**src/rtl/prog_loader.sv**
```systemverilog
// ---------------------------------------------------------------------------
// prog_loader
//
// Boot loader that receives a program over a UART line and writes it into
// the instruction memory of a pipeline core, holding the core in reset
// until the whole image has landed.
//
// Frame format (bytes, each sent 8N1, LSB first):
//   4 header bytes : word count N, little-endian (1..WORDS accepted)
//   4*N data bytes : N little-endian 32-bit words, written to imem[0..N-1]
//   1 checksum byte: XOR of all 4*N data bytes (only with the macro below)
//
// Optional feature macro: PROG_LOADER_CHECKSUM_EN
//   defined   -> a trailing checksum byte is required; mismatch enters ERR
//   undefined -> DONE follows the last imem write directly
//
// Parameters:
//   CLKS_PER_BIT : clk cycles per UART bit (>= 4)
//   WORDS        : instruction-memory depth in 32-bit words
//   AW           : imem word-address width (2**AW >= WORDS)
//
// Ports:
//   clk        : system clock, rising edge
//   rst        : synchronous active-high reset
//   rxd        : asynchronous UART receive line, idle high
//   imem_addr  : registered imem word address
//   imem_wdata : registered imem write data
//   imem_we    : registered one-cycle imem write strobe
//   core_rst   : reset for the core, low only once the load succeeded
//   busy       : frame in progress (first header byte seen, not DONE/ERR)
//   done       : load completed successfully
//   err        : sticky error (framing, bad word count, bad checksum)
//   dbg_state  : {rx_state[1:0], ld_state[2:0]} for checkers and debug
// ---------------------------------------------------------------------------
module prog_loader #(
    parameter int CLKS_PER_BIT = 868,
    parameter int WORDS        = 4096,
    parameter int AW           = 12
) (
    input  logic          clk,
    input  logic          rst,
    input  logic          rxd,
    output logic [AW-1:0] imem_addr,
    output logic [31:0]   imem_wdata,
    output logic          imem_we,
    output logic          core_rst,
    output logic          busy,
    output logic          done,
    output logic          err,
    output logic [4:0]    dbg_state
);

    localparam int CW = $clog2(CLKS_PER_BIT);
    localparam logic [CW-1:0] FULL_M1 = CW'(CLKS_PER_BIT - 1);
    localparam logic [CW-1:0] HALF_M1 = CW'(CLKS_PER_BIT / 2 - 1);

    // -----------------------------------------------------------------------
    // Input synchronizer. rx_s3 is only the previous value of rx_s2, used
    // for falling-edge detection; all sampling uses rx_s2.
    // -----------------------------------------------------------------------
    logic rx_s1, rx_s2, rx_s3;

    always_ff @(posedge clk) begin
        if (rst) begin
            rx_s1 <= 1'b1;
            rx_s2 <= 1'b1;
            rx_s3 <= 1'b1;
        end else begin
            rx_s1 <= rxd;
            rx_s2 <= rx_s1;
            rx_s3 <= rx_s2;
        end
    end

    // -----------------------------------------------------------------------
    // UART receiver FSM
    // -----------------------------------------------------------------------
    typedef enum logic [1:0] {
        RX_IDLE  = 2'd0,
        RX_START = 2'd1,
        RX_BITS  = 2'd2,
        RX_STOP  = 2'd3
    } rx_state_t;

    rx_state_t       rx_state, rx_next;
    logic [CW-1:0]   rx_cnt;
    logic [2:0]      rx_bit_idx;
    logic [7:0]      rx_shift;
    logic            rx_tick;
    logic            rx_fall;
    logic            rx_bit_shift;
    logic            rx_byte_ok;
    logic            rx_byte_bad;

    // Handshake between receiver and loader: rx_valid is a one-cycle strobe
    // qualifying rx_byte; there is no ready, the loader always consumes the
    // byte in the strobe cycle. frame_err is a one-cycle strobe for a stop
    // bit sampled low (rx_valid stays low for that byte).
    logic            rx_valid;
    logic [7:0]      rx_byte;
    logic            frame_err;

    assign rx_fall = rx_s3 & ~rx_s2;
    // Start bit is checked half a bit after the edge; every later sample is
    // a full bit apart, which lands each one at mid-bit.
    assign rx_tick = (rx_state == RX_START) ? (rx_cnt == HALF_M1) : (rx_cnt == FULL_M1);

    always_ff @(posedge clk) begin
        if (rst) begin
            rx_state <= RX_IDLE;
        end else begin
            rx_state <= rx_next;
        end
    end

    always_comb begin
        rx_next = rx_state;
        case (rx_state)
            RX_IDLE: begin
                if (rx_fall) begin
                    rx_next = RX_START;
                end
            end
            RX_START: begin
                if (rx_tick) begin
                    // Line back high at mid-start: treat as glitch.
                    rx_next = rx_s2 ? RX_IDLE : RX_BITS;
                end
            end
            RX_BITS: begin
                if (rx_tick && (rx_bit_idx == 3'd7)) begin
                    rx_next = RX_STOP;
                end
            end
            RX_STOP: begin
                if (rx_tick) begin
                    rx_next = RX_IDLE;
                end
            end
            default: rx_next = RX_IDLE;
        endcase
    end

    always_comb begin
        rx_bit_shift = 1'b0;
        rx_byte_ok   = 1'b0;
        rx_byte_bad  = 1'b0;
        case (rx_state)
            RX_BITS: rx_bit_shift = rx_tick;
            RX_STOP: begin
                rx_byte_ok  = rx_tick & rx_s2;
                rx_byte_bad = rx_tick & ~rx_s2;
            end
            default: ;
        endcase
    end

    always_ff @(posedge clk) begin
        if (rst) begin
            rx_cnt     <= '0;
            rx_bit_idx <= '0;
            rx_shift   <= '0;
            rx_valid   <= 1'b0;
            frame_err  <= 1'b0;
        end else begin
            rx_valid  <= rx_byte_ok;
            frame_err <= rx_byte_bad;
            if (rx_tick || (rx_state == RX_IDLE)) begin
                rx_cnt <= '0;
            end else begin
                rx_cnt <= rx_cnt + 1'b1;
            end
            if (rx_state == RX_IDLE) begin
                rx_bit_idx <= '0;
            end else if (rx_bit_shift) begin
                rx_bit_idx <= rx_bit_idx + 3'd1;
            end
            if (rx_bit_shift) begin
                rx_shift <= {rx_s2, rx_shift[7:1]};
            end
        end
    end

    // The shift register is stable from the stop sample until the next
    // start bit's first data sample, so it can be presented directly.
    assign rx_byte = rx_shift;

    // -----------------------------------------------------------------------
    // Loader FSM
    // -----------------------------------------------------------------------
    typedef enum logic [2:0] {
        ST_HDR  = 3'd0,
        ST_DATA = 3'd1,
        ST_CSUM = 3'd2,
        ST_DONE = 3'd3,
        ST_ERR  = 3'd4
    } ld_state_t;

    ld_state_t   state, next_state;
    logic [1:0]  byte_cnt;
    logic [23:0] shift_w;
    logic [31:0] assembled;
    logic [AW:0] n_words;
    logic [AW:0] word_idx;
    logic        accept;
    logic        last_write;
`ifdef PROG_LOADER_CHECKSUM_EN
    logic [7:0]  csum;
`endif

    // Current byte completes a little-endian word with the three before it.
    assign assembled = {rx_byte, shift_w};
    assign accept    = rx_valid && ((state == ST_HDR) || (state == ST_DATA));
    // word_idx is bumped together with the write strobe, so during the
    // write cycle it already equals the number of words written.
    assign last_write = imem_we && (word_idx == n_words);

    always_ff @(posedge clk) begin
        if (rst) begin
            state <= ST_HDR;
        end else begin
            state <= next_state;
        end
    end

    always_comb begin
        next_state = state;
        case (state)
            ST_HDR: begin
                if (frame_err) begin
                    next_state = ST_ERR;
                end else if (rx_valid && (byte_cnt == 2'd3)) begin
                    if ((assembled == 32'd0) || (assembled > 32'(WORDS))) begin
                        next_state = ST_ERR;
                    end else begin
                        next_state = ST_DATA;
                    end
                end
            end
            ST_DATA: begin
                if (frame_err) begin
                    next_state = ST_ERR;
                end else if (last_write) begin
`ifdef PROG_LOADER_CHECKSUM_EN
                    next_state = ST_CSUM;
`else
                    next_state = ST_DONE;
`endif
                end
            end
            ST_CSUM: begin
`ifdef PROG_LOADER_CHECKSUM_EN
                if (frame_err) begin
                    next_state = ST_ERR;
                end else if (rx_valid) begin
                    next_state = (rx_byte == csum) ? ST_DONE : ST_ERR;
                end
`else
                next_state = ST_ERR;
`endif
            end
            ST_DONE: next_state = ST_DONE;
            ST_ERR:  next_state = ST_ERR;
            default: next_state = ST_ERR;
        endcase
    end

    always_comb begin
        core_rst = 1'b1;
        busy     = 1'b0;
        done     = 1'b0;
        err      = 1'b0;
        case (state)
            ST_HDR:  busy = (byte_cnt != 2'd0);
            ST_DATA: busy = 1'b1;
            ST_CSUM: busy = 1'b1;
            ST_DONE: begin
                done     = 1'b1;
                core_rst = 1'b0;
            end
            ST_ERR:  err = 1'b1;
            default: ;
        endcase
    end

    // Datapath: byte assembly, word count, write port, running checksum.
    always_ff @(posedge clk) begin
        if (rst) begin
            byte_cnt   <= '0;
            shift_w    <= '0;
            n_words    <= '0;
            word_idx   <= '0;
            imem_we    <= 1'b0;
            imem_addr  <= '0;
            imem_wdata <= '0;
        end else begin
            imem_we <= 1'b0;
            if (accept) begin
                byte_cnt <= byte_cnt + 2'd1;
                shift_w  <= {rx_byte, shift_w[23:8]};
                if (byte_cnt == 2'd3) begin
                    if (state == ST_HDR) begin
                        // Only meaningful once validated against WORDS.
                        n_words <= assembled[AW:0];
                    end else begin
                        imem_we    <= 1'b1;
                        imem_addr  <= word_idx[AW-1:0];
                        imem_wdata <= assembled;
                        word_idx   <= word_idx + 1'b1;
                    end
                end
            end
        end
    end

`ifdef PROG_LOADER_CHECKSUM_EN
    always_ff @(posedge clk) begin
        if (rst) begin
            csum <= '0;
        end else if (accept && (state == ST_DATA)) begin
            csum <= csum ^ rx_byte;
        end
    end
`endif

    assign dbg_state = {rx_state, state};

endmodule

```
**config.mk**
```make
export PLATFORM = sky130hd
export DESIGN_NAME = prog_loader
export DESIGN_NICKNAME = d
export VERILOG_FILES = /design/src/rtl/prog_loader.sv
export SDC_FILE = /design/constraint.sdc
export NUM_CORES = 1
export LEC_CHECK = 0
export BUFFER_PORTS_ARGS = -buffer_cell sky130_fd_sc_hd__clkbuf_2
export CAP_MARGIN = 20
export CORE_ASPECT_RATIO = 0.8
export CORE_MARGIN = 4
export CORE_UTILIZATION = 40
export CTS_CLUSTER_SIZE = 30
export DETAILED_ROUTE_END_ITERATION = 8
export GPL_TIMING_DRIVEN = 0
export PLACE_DENSITY = 0.65
export SETUP_SLACK_MARGIN = 0.5
export SYNTH_ARGS = -nofsm -noshare
export SYNTH_HDL_FRONTEND = slang
export SYNTH_SLANG_ARGS = --single-unit
```
**constraint.sdc**
```tcl
create_clock -name clk -period 2.45 [get_ports clk]
set_input_delay 0.3675 -clock clk [delete_from_list [all_inputs] [get_ports clk]]
set_output_delay 0.3675 -clock clk [all_outputs]
set_load 0.01 [all_outputs]
```
## Word-level counts from Yosys, hierarchy flattened

Index checks and enable logic that the tools add are counted.

- Register bits: 128
- Bits of input ports: 3
- Output and inout bits: 54
- Word-level logic and storage cells: 87

- Add/sub/neg operators: 4
- Order comparisons: 1
- Equality and inequality tests: 18
- Muxes and demuxes: 19
- Bitwise logic cells: 8
- Reduce and logical (&&, ||, !) cells: 20

Operators with widths:

| cell | count |
|---|---|
| > comparator 32 x 13 -> 1 bit, second input constant | 1 |
| zero test 32 bit | 1 |
| 2-to-1 mux 3 bit | 5 |
| adder 13 x 1 -> 13 bit, second input constant | 1 |
| == test 13 bit | 1 |
| adder 10 x 1 -> 10 bit, second input constant | 1 |
| == test 10 bit, second input constant | 1 |
| == test 10 x 9 -> 1 bit, second input constant | 1 |
| 2-to-1 mux 2 bit | 5 |
| one-hot mux 3 bit (3 select lines) | 1 |
| != test 2 bit, second input constant | 4 |
| one-hot mux 2 bit (4 select lines) | 1 |
| OR reduction 2 bit | 4 |
| == test 2 bit, second input constant | 3 |
| == test 3 x 2 -> 1 bit, second input constant | 2 |
| == test 3 bit, second input constant | 2 |
| 2-to-1 mux 1 bit | 6 |
| AND reduction 3 bit | 2 |
| inverter 1 bit | 5 |
| logical AND 1 bit | 4 |
| AND reduction 4 bit | 1 |
| adder 3 x 1 -> 3 bit, second input constant | 1 |
| AND 1 bit | 3 |
| == test 3 x 1 -> 1 bit, second input constant | 1 |
| other kinds (11) | 13 |

## Logic depth before layout (Yosys ltp)

Gate-level depths: netlist (run 1).

- Word-level depth: 6
- Depth in mapped cells: 7
- Mapped depth without buffers: 5

## Worst setup path before layout (run 1)

Ideal clock, no wire load.

- Path kind: register to register
- Start point: reg byte_cnt[0]
- End point: reg word_idx[11]
- Library setup time: 70 ps
- Arrival: 1646 ps
- Required time: 2380 ps
- Slack: 733 ps
- Stages on the path, launching flop included: 6
- Buffers on the path: 0
- Period minus slack after synthesis: 1717 ps
- Cells stage by stage: dfxtp_1 -> ha_1 -> nand4b_4 -> or4_4 -> or3_1 -> a21oi_1

- Cells in the longest elaborated chain, start to end: 2

RTL lines:

| what | line | source |
|---|---|---|
| start, declared | 200 | `logic [1:0] byte_cnt;` |
| start signal, assigned | 299 | `byte_cnt <= byte_cnt + 2'd1;` |
| == test 2 bit | 301 | `if (byte_cnt == 2'd3) begin` |
| AND reduction 3 bit (no source line) | - |  |
| end signal, assigned | 309 | `word_idx <= word_idx + 1'b1;` |
| end, declared | 204 | `logic [AW:0] word_idx;` |

No other way between the ends.
A chain may end at the register's enable or synchronous reset.

## Worst setup path in the final report (run 1)

- Start point: reg byte_cnt[0]
- End point: out busy

- Cells in the longest elaborated chain, start to end: 2

RTL lines:

| what | line | source |
|---|---|---|
| nonzero test 2 bit | 274 | `ST_HDR: busy = (byte_cnt != 2'd0);` |
| one-hot mux 1 bit (2 select lines) | 273 | `case (state)` |
| end, declared | 47 | `output logic busy,` |

No other way between the ends.

==> run metrics, run 1 <==
Post-synth top cells nand2_1, dfxtp_1, a21oi_1, clkbuf_1, nor2_1; CP max FO 3; CTS tree done; power per cell area 763.7 nW/um2; die height 109.0 um; number of setup violations in the final report 0; post-synthesis sequential area ratio 0.5028; hold_buf cts 0; DIE AREA 14,620 um2; Worst setup EP type output port; worst hold path type in2reg; post-synthesis register bit count 128; Worst path max stage delay 360 ps; most frequent cell after synthesis nand2_1; number of CTS-inserted buffers 17; Worst-path clk slew 60 ps; relative slew slack 0.5656; R2R Path Start word_idx[6]; Syn Std Cell Area 5096 um2; Num Clock Sinks 128; worst setup path class reg2out; Core ar. 12,340 um2; Initial Utilization 0.4129; VDD IR max 0.5402 mV; ordered list of cells on the worst path inv_1, ha_2, nor3b_1, a211oi_1, buf_2; Port Buffer Count 56; Detailed Routing Iterations Pass 1 5; CTS H-Tree Depth 4; unrepaired setup endpoints after global routing false; ANT cells 0; Yosys Warn Count 0; reg2reg setup slack 630 ps; Max Slew Vio Count 0; final hold violation count 0; DRT iter0 DRCs 281; r2r endpoint state[2]; Final min period 1879 ps; Async SR Flop Fraction 0; EDFF count, synth 0; CP top delay family flip-flops; final WL 13,020 um; Root Driver clkbuf_16; first-pass GRT wire length 21,650 um; total power 0.004834 W; Net Sw Frac 0.1937; share of power burned in registers 0.432; antenna violations before repair 0; layout cell share with drive strength beyond 1 0.1687; latest clock arrival within the worst-skew pair 420 ps; Max Fclk 532.1 MHz; DP Wirelength 9432 um; arrival time at the worst endpoint 1510 ps; worst slew pin tran 648.1 ps; Clk network pwr share 0.558; area grow syn2layout 24.21%; GRT Util Overall 0.1853; ys flop type dfxtp_1; Final Net Count 719; Max Cap Viol 0; Worst Hold Depth 2; Req. time, crit path 2080 ps; vias in the first global route 4,443; share of the synthesized area in the top cell type 0.5028; Fin Clk Skew 12.07 ps; drt wl/cell 14.56 um; r2r worst-path depth 5; vias per cell 5.176; Comb power frac 0.010; Filler cells 1,235; setup_tns 0 ps; routed via count 4,627; Leak 2.314 nW; largest net degree at the start of global routing 17; P_sw 0.0009364 W; # rows 36; CP Launch Point byte_cnt[0]; clock tree buffer depth 2; Bufs and invs on worst path 2; status finished, final reports clean; type of origin of the critical path flip-flop; mean post-synth cell area 8.064 um2; # IOs 57; final cycle utilization of the critical path 0.7670; grt total ovfl 0; Synth Instances 632; dominant cells by area after synthesis dfxtp_1, nand2_1, a21oi_1, xor2_1, clkbuf_1; CP max-delay cell dfxtp_4; Final ANT Viol Nets 0; Hold Crit Endpoint rx_s1; total internal power 0.003898 W; Placer Congestion 0.8584; Yosys top cell by area dfxtp_1; count of cell types in the netlist 46; number of remaining DRC errors 0; DIE WIDTH 134.2 um; worst hold path startpoint rxd; Synth Net Count 641
==> sequential cells by signal, summed over array words and instances, names as in the netlist, 2 cells and up, named ones only <==
signal,flops
byte_cnt,2
imem_addr,12
imem_wdata,32
n_words,13
rx_bit_idx,3
rx_byte,8
rx_cnt,10
shift_w,24
state,3
word_idx,13
==> worst max path at each step <==
stage | endpoint | slack [ps] | depth (start not counted)
final | busy | 570 | 5
after CTS | imem_wdata[27] | 410 | 6
after global placement | imem_wdata[1] | 180 | 6
after detailed placement | imem_addr[8] | 150 | 6
after floorplan | word_idx[11] | 730 | 5
after global routing | word_idx[9] | 520 | 5
==> area by class of cell <==
type | count | area [um2] | area share
inverter | 10 | 37.54 | 0.005930
multi-input combinational | 454 | 2385 | 0.3768
tap | 171 | 214.0 | 0.03380
sequential | 128 | 2571 | 0.4062
clock buffer | 22 | 484.2 | 0.07650
clock inverter | 10 | 156.4 | 0.02471
buffer | 40 | 178.9 | 0.02827
timing repair buffer | 59 | 302.8 | 0.04784
==> layout by cell type, fill, tap and decap left out, drive strengths merged, types with 5 or more instances in the layout <==
cell type  synthesis  final
nand2            183    183
dfxtp            128    128
clkbuf            34    111
a21oi            103    103
nor2              21     21
nand3             20     20
nor4              17     17
o21ai             16     16
xor2              15     15
xnor2             11     11
inv               10     10
buf                6     10
nor3               9      9
or3                6      6
or4                6      6
ha                 6      6
clkinv             0      5
==> what timing repair did <==
action | in CTS | in global routing
setup endpoints to repair | 43 | 68
setup buffers | 0 | 3
gates resized for setup | 9 | 21
pin swaps | 1 | 2
==> layer usage <==
layer | vias to the layer above | part of all wire | GRT usage
li1 | 2302 | - | -
met1 | 2172 | 0.47 | 0.2457
met2 | 138 | 0.46 | 0.2905
met3 | 15 | 0.059 | 0.04705
met4 | 0 | 0.013 | 0.07631
met5 | - | 0 | 0
==> power groups by stage <==
stage / sequential (W) / combinational (W) / clock, W
after floorplan: 0.00213 / 0.0000301 / 0
after global placement: 0.00213 / 0.0000478 / 0
after detailed placement: 0.00213 / 0.0000488 / 0
after CTS: 0.00209 / 0.0000491 / 0.00273
after global routing: 0.00209 / 0.0000547 / 0.00283
final: 0.00209 / 0.0000484 / 0.00270
==> logic make-up (layout without fill, tap and decap cells) <==
group | Yosys count | after routing | synth area share
flip-flops | 128 | 128 | 0.5028
AND/OR/NAND/NOR | 288 | 288 | 0.2580
buffers and inverters | 50 | 141 | 0.03978
AO/OA/AOI/OAI | 133 | 133 | 0.1377
multiplexers | 1 | 1 | 0.002210
adder cells (fa/ha/maj) | 6 | 6 | 0.01473
XOR/XNOR | 26 | 26 | 0.04468
==> per-stage QoR <==
step                      instance area [um2]  instances  worst slack [ps]    util  hold slack [ps]
after floorplan                          5096        632             733.2       -            389.5
after global placement                   5590        859             176.2  0.4530            405.1
after detailed placement                 5590        859             151.9  0.4530            400.0
after CTS                                6246        891             408.2  0.5061            128.2
after global routing                     6330        894             518.0  0.5129            130.5
final                                    6330        894             570.8  0.5129            133.2
No activity file was read; power rests on OpenSTA's default activity.
==> run 2: changes to the inputs <==
PLACE_DENSITY = 0.67   (was 0.65)
clock period = 1.6 ns   (was 2.45 ns; I/O delays follow)
==> run metrics, run 2 (same netlist as run 1, synthesis figures left out) <==
status finished with violations; failing checks negative setup slack; arrival time at the worst endpoint 2170 ps (+660 ps); Worst-path clk slew 60 ps (about the same); Final Net Count 786 (+9.3%); worst hold path type in2reg; area grow syn2layout 72.48%; Clk network pwr share 0.541 (-0.017); final cycle utilization of the critical path 1.139; Initial Utilization 0.4129 (unchanged); Port Buffer Count 56 (unchanged); grt total ovfl 0 (unchanged); total internal power 0.005670 W (+45%); number of setup violations in the final report 65 (+65); most frequent cells in the layout nand2_1, a21oi_2, buf_6; VDD IR max 0.8423 mV (+56%); DIE WIDTH 134.2 um (unchanged); type of origin of the critical path flip-flop; P_sw 0.001505 W (+61%); CTS tree done; latest clock arrival within the worst-skew pair 420 ps (about the same); CP max FO 6 (+3); worst setup path class reg2reg; drt wl/cell 18.22 um (+25%); Fin Clk Skew 8.809 ps (-3.263 ps); max reg flops 32 (unchanged); number of remaining DRC errors 0 (unchanged); first-pass GRT wire length 24,830 um (+15%); clock tree buffer depth 2 (unchanged); Final ANT Viol Nets 0 (unchanged); Net Sw Frac 0.2097 (+0.01599); ordered list of cells on the worst path ha_4, nand4b_4, or4_4, or3_4, a21oi_2; Max Slew Vio Count 0 (unchanged); Root Driver clkbuf_16; DP Wirelength 9337 um (-1.0%); Core ar. 12,340 um2 (unchanged); Hold Slack 10.70 ps (-122.5 ps); Placer Congestion 0.8533 (-0.59%); vias per cell 5.482 (+5.9%); final non-filler cell total 960 (+7.4%); final hold violation count 0 (unchanged); Req. time, crit path 1950 ps (-130 ps); Setup WS post-layout -222.0 ps (-792.8 ps); largest net degree at the start of global routing 17 (unchanged); unrepaired setup endpoints after global routing true; worst slew pin tran 849.9 ps (+201.8 ps); die height 109.0 um (unchanged); Final min period 1822 ps; # rows 36 (unchanged); number of CTS-inserted buffers 17 (unchanged); routed via count 5,263 (+14%); vias in the first global route 4,901 (+10%); Max Fclk 548.9 MHz; DIE AREA 14,620 um2 (unchanged); share of power burned in registers 0.445 (+0.013); commonest non-fill, non-tap cell in the layout nand2_1; CTS H-Tree Depth 4 (unchanged); Num Clock Sinks 128 (unchanged); # IOs 57 (unchanged); Worst path max stage delay 620 ps (+260 ps); DRT iter0 DRCs 355 (+26%); Detailed Routing Iterations Pass 1 5 (unchanged); Leak 3.861 nW (+67%); largest register by flop count imem_wdata; layout cell share with drive strength beyond 1 0.5919 (+0.4231); power per cell area 816.3 nW/um2 (+6.9%); Max Cap Viol 0 (unchanged); GRT Util Overall 0.2155 (+0.03021); Comb power frac 0.015 (+0.005); ANT cells 0 (unchanged); CP max-delay cell or4_4; hold_buf cts 0 (unchanged); Worst setup EP type flip-flop; final WL 17,490 um (+34%); DP Cell Count 859 (unchanged); antenna violations before repair 0 (unchanged); relative slew slack 0.4334 (-0.1322); largest registers imem_wdata (32), shift_w (24)
==> run 2: worst paths after layout <==
| kind | startpoint | endpoint | slack [ps] | depth (start not counted) |
|---|---|---|---|---|
| worst max-delay path | byte_cnt[1] | word_idx[9] | -220 | 5 |
| worst min-delay path | rxd | rx_s1 | 10 | 2 |
| worst max register to register | byte_cnt[1] | word_idx[9] | -220 | 5 |
| worst min register to register | rx_s1 | rx_s2 | 410 | 1 |
==> run 2: worst max-delay path, delay by kind of cell (launching register included) <==
family / cells / cell delay, ps
compound gates: 1 / 110
simple gates: 3 / 1120
flops: 1 / 370
fa+ha+maj: 1 / 150
==> run 2: cell type report <==
type	count	area, um2
Buffer	40	445.4
Clock buffer	20	446.7
Clock inverter	11	140.1
Fill cell	868	3552
Inverter	10	37.54
Multi-Input combinational cell	455	3510
Sequential cell	128	2664
Tap cell	171	214.0
Timing Repair Buffer	125	1333
==> run 2: routing by layer <==
metal	vias to the layer above	track usage	wire length [um]
met1	2599	0.2791	7132
met4	0	0.06468	418
li1	2441	-	-
met2	182	0.3565	8953
met3	41	0.05673	985
met5	-	0	0
==> run 2: metrics by stage <==
step | TNS (ps) | power [W] | instance area (um2) | util | worst slack, ps
6_report | -5234 | 0.007175 | 8790 | 0.7122 | -222.0
5_1_grt | -10000 | 0.007354 | 8790 | 0.7122 | -268.0
4_1_cts | -4624 | 0.007181 | 7523 | 0.6096 | -193.3
3_5_place_dp | -25090 | 0.003343 | 5719 | 0.4634 | -631.6
3_3_place_gp | -23280 | 0.003341 | 5719 | 0.4634 | -595.8
2_1_floorplan | -147.5 | 0.003315 | 5225 | - | -49.20
==> run 2: power groups by stage <==
stage | clock network [W] | registers, W | logic, W
after floorplan | 0 | 0.00327 | 0.0000470
after global routing | 0.00406 | 0.00319 | 0.000110
after global placement | 0 | 0.00327 | 0.0000731
after CTS | 0.00390 | 0.00319 | 0.0000870
final | 0.00388 | 0.00319 | 0.000105
after detailed placement | 0 | 0.00327 | 0.0000751
==> run 2: repair_timing <==
action                                  CTS  global route
hold endpoints to repair                  0             0
gates cloned                             10             2
endpoints found under the setup margin  177           179
gates resized for setup                 228           302
buffers inserted                         40            18
pin swaps                                53            88
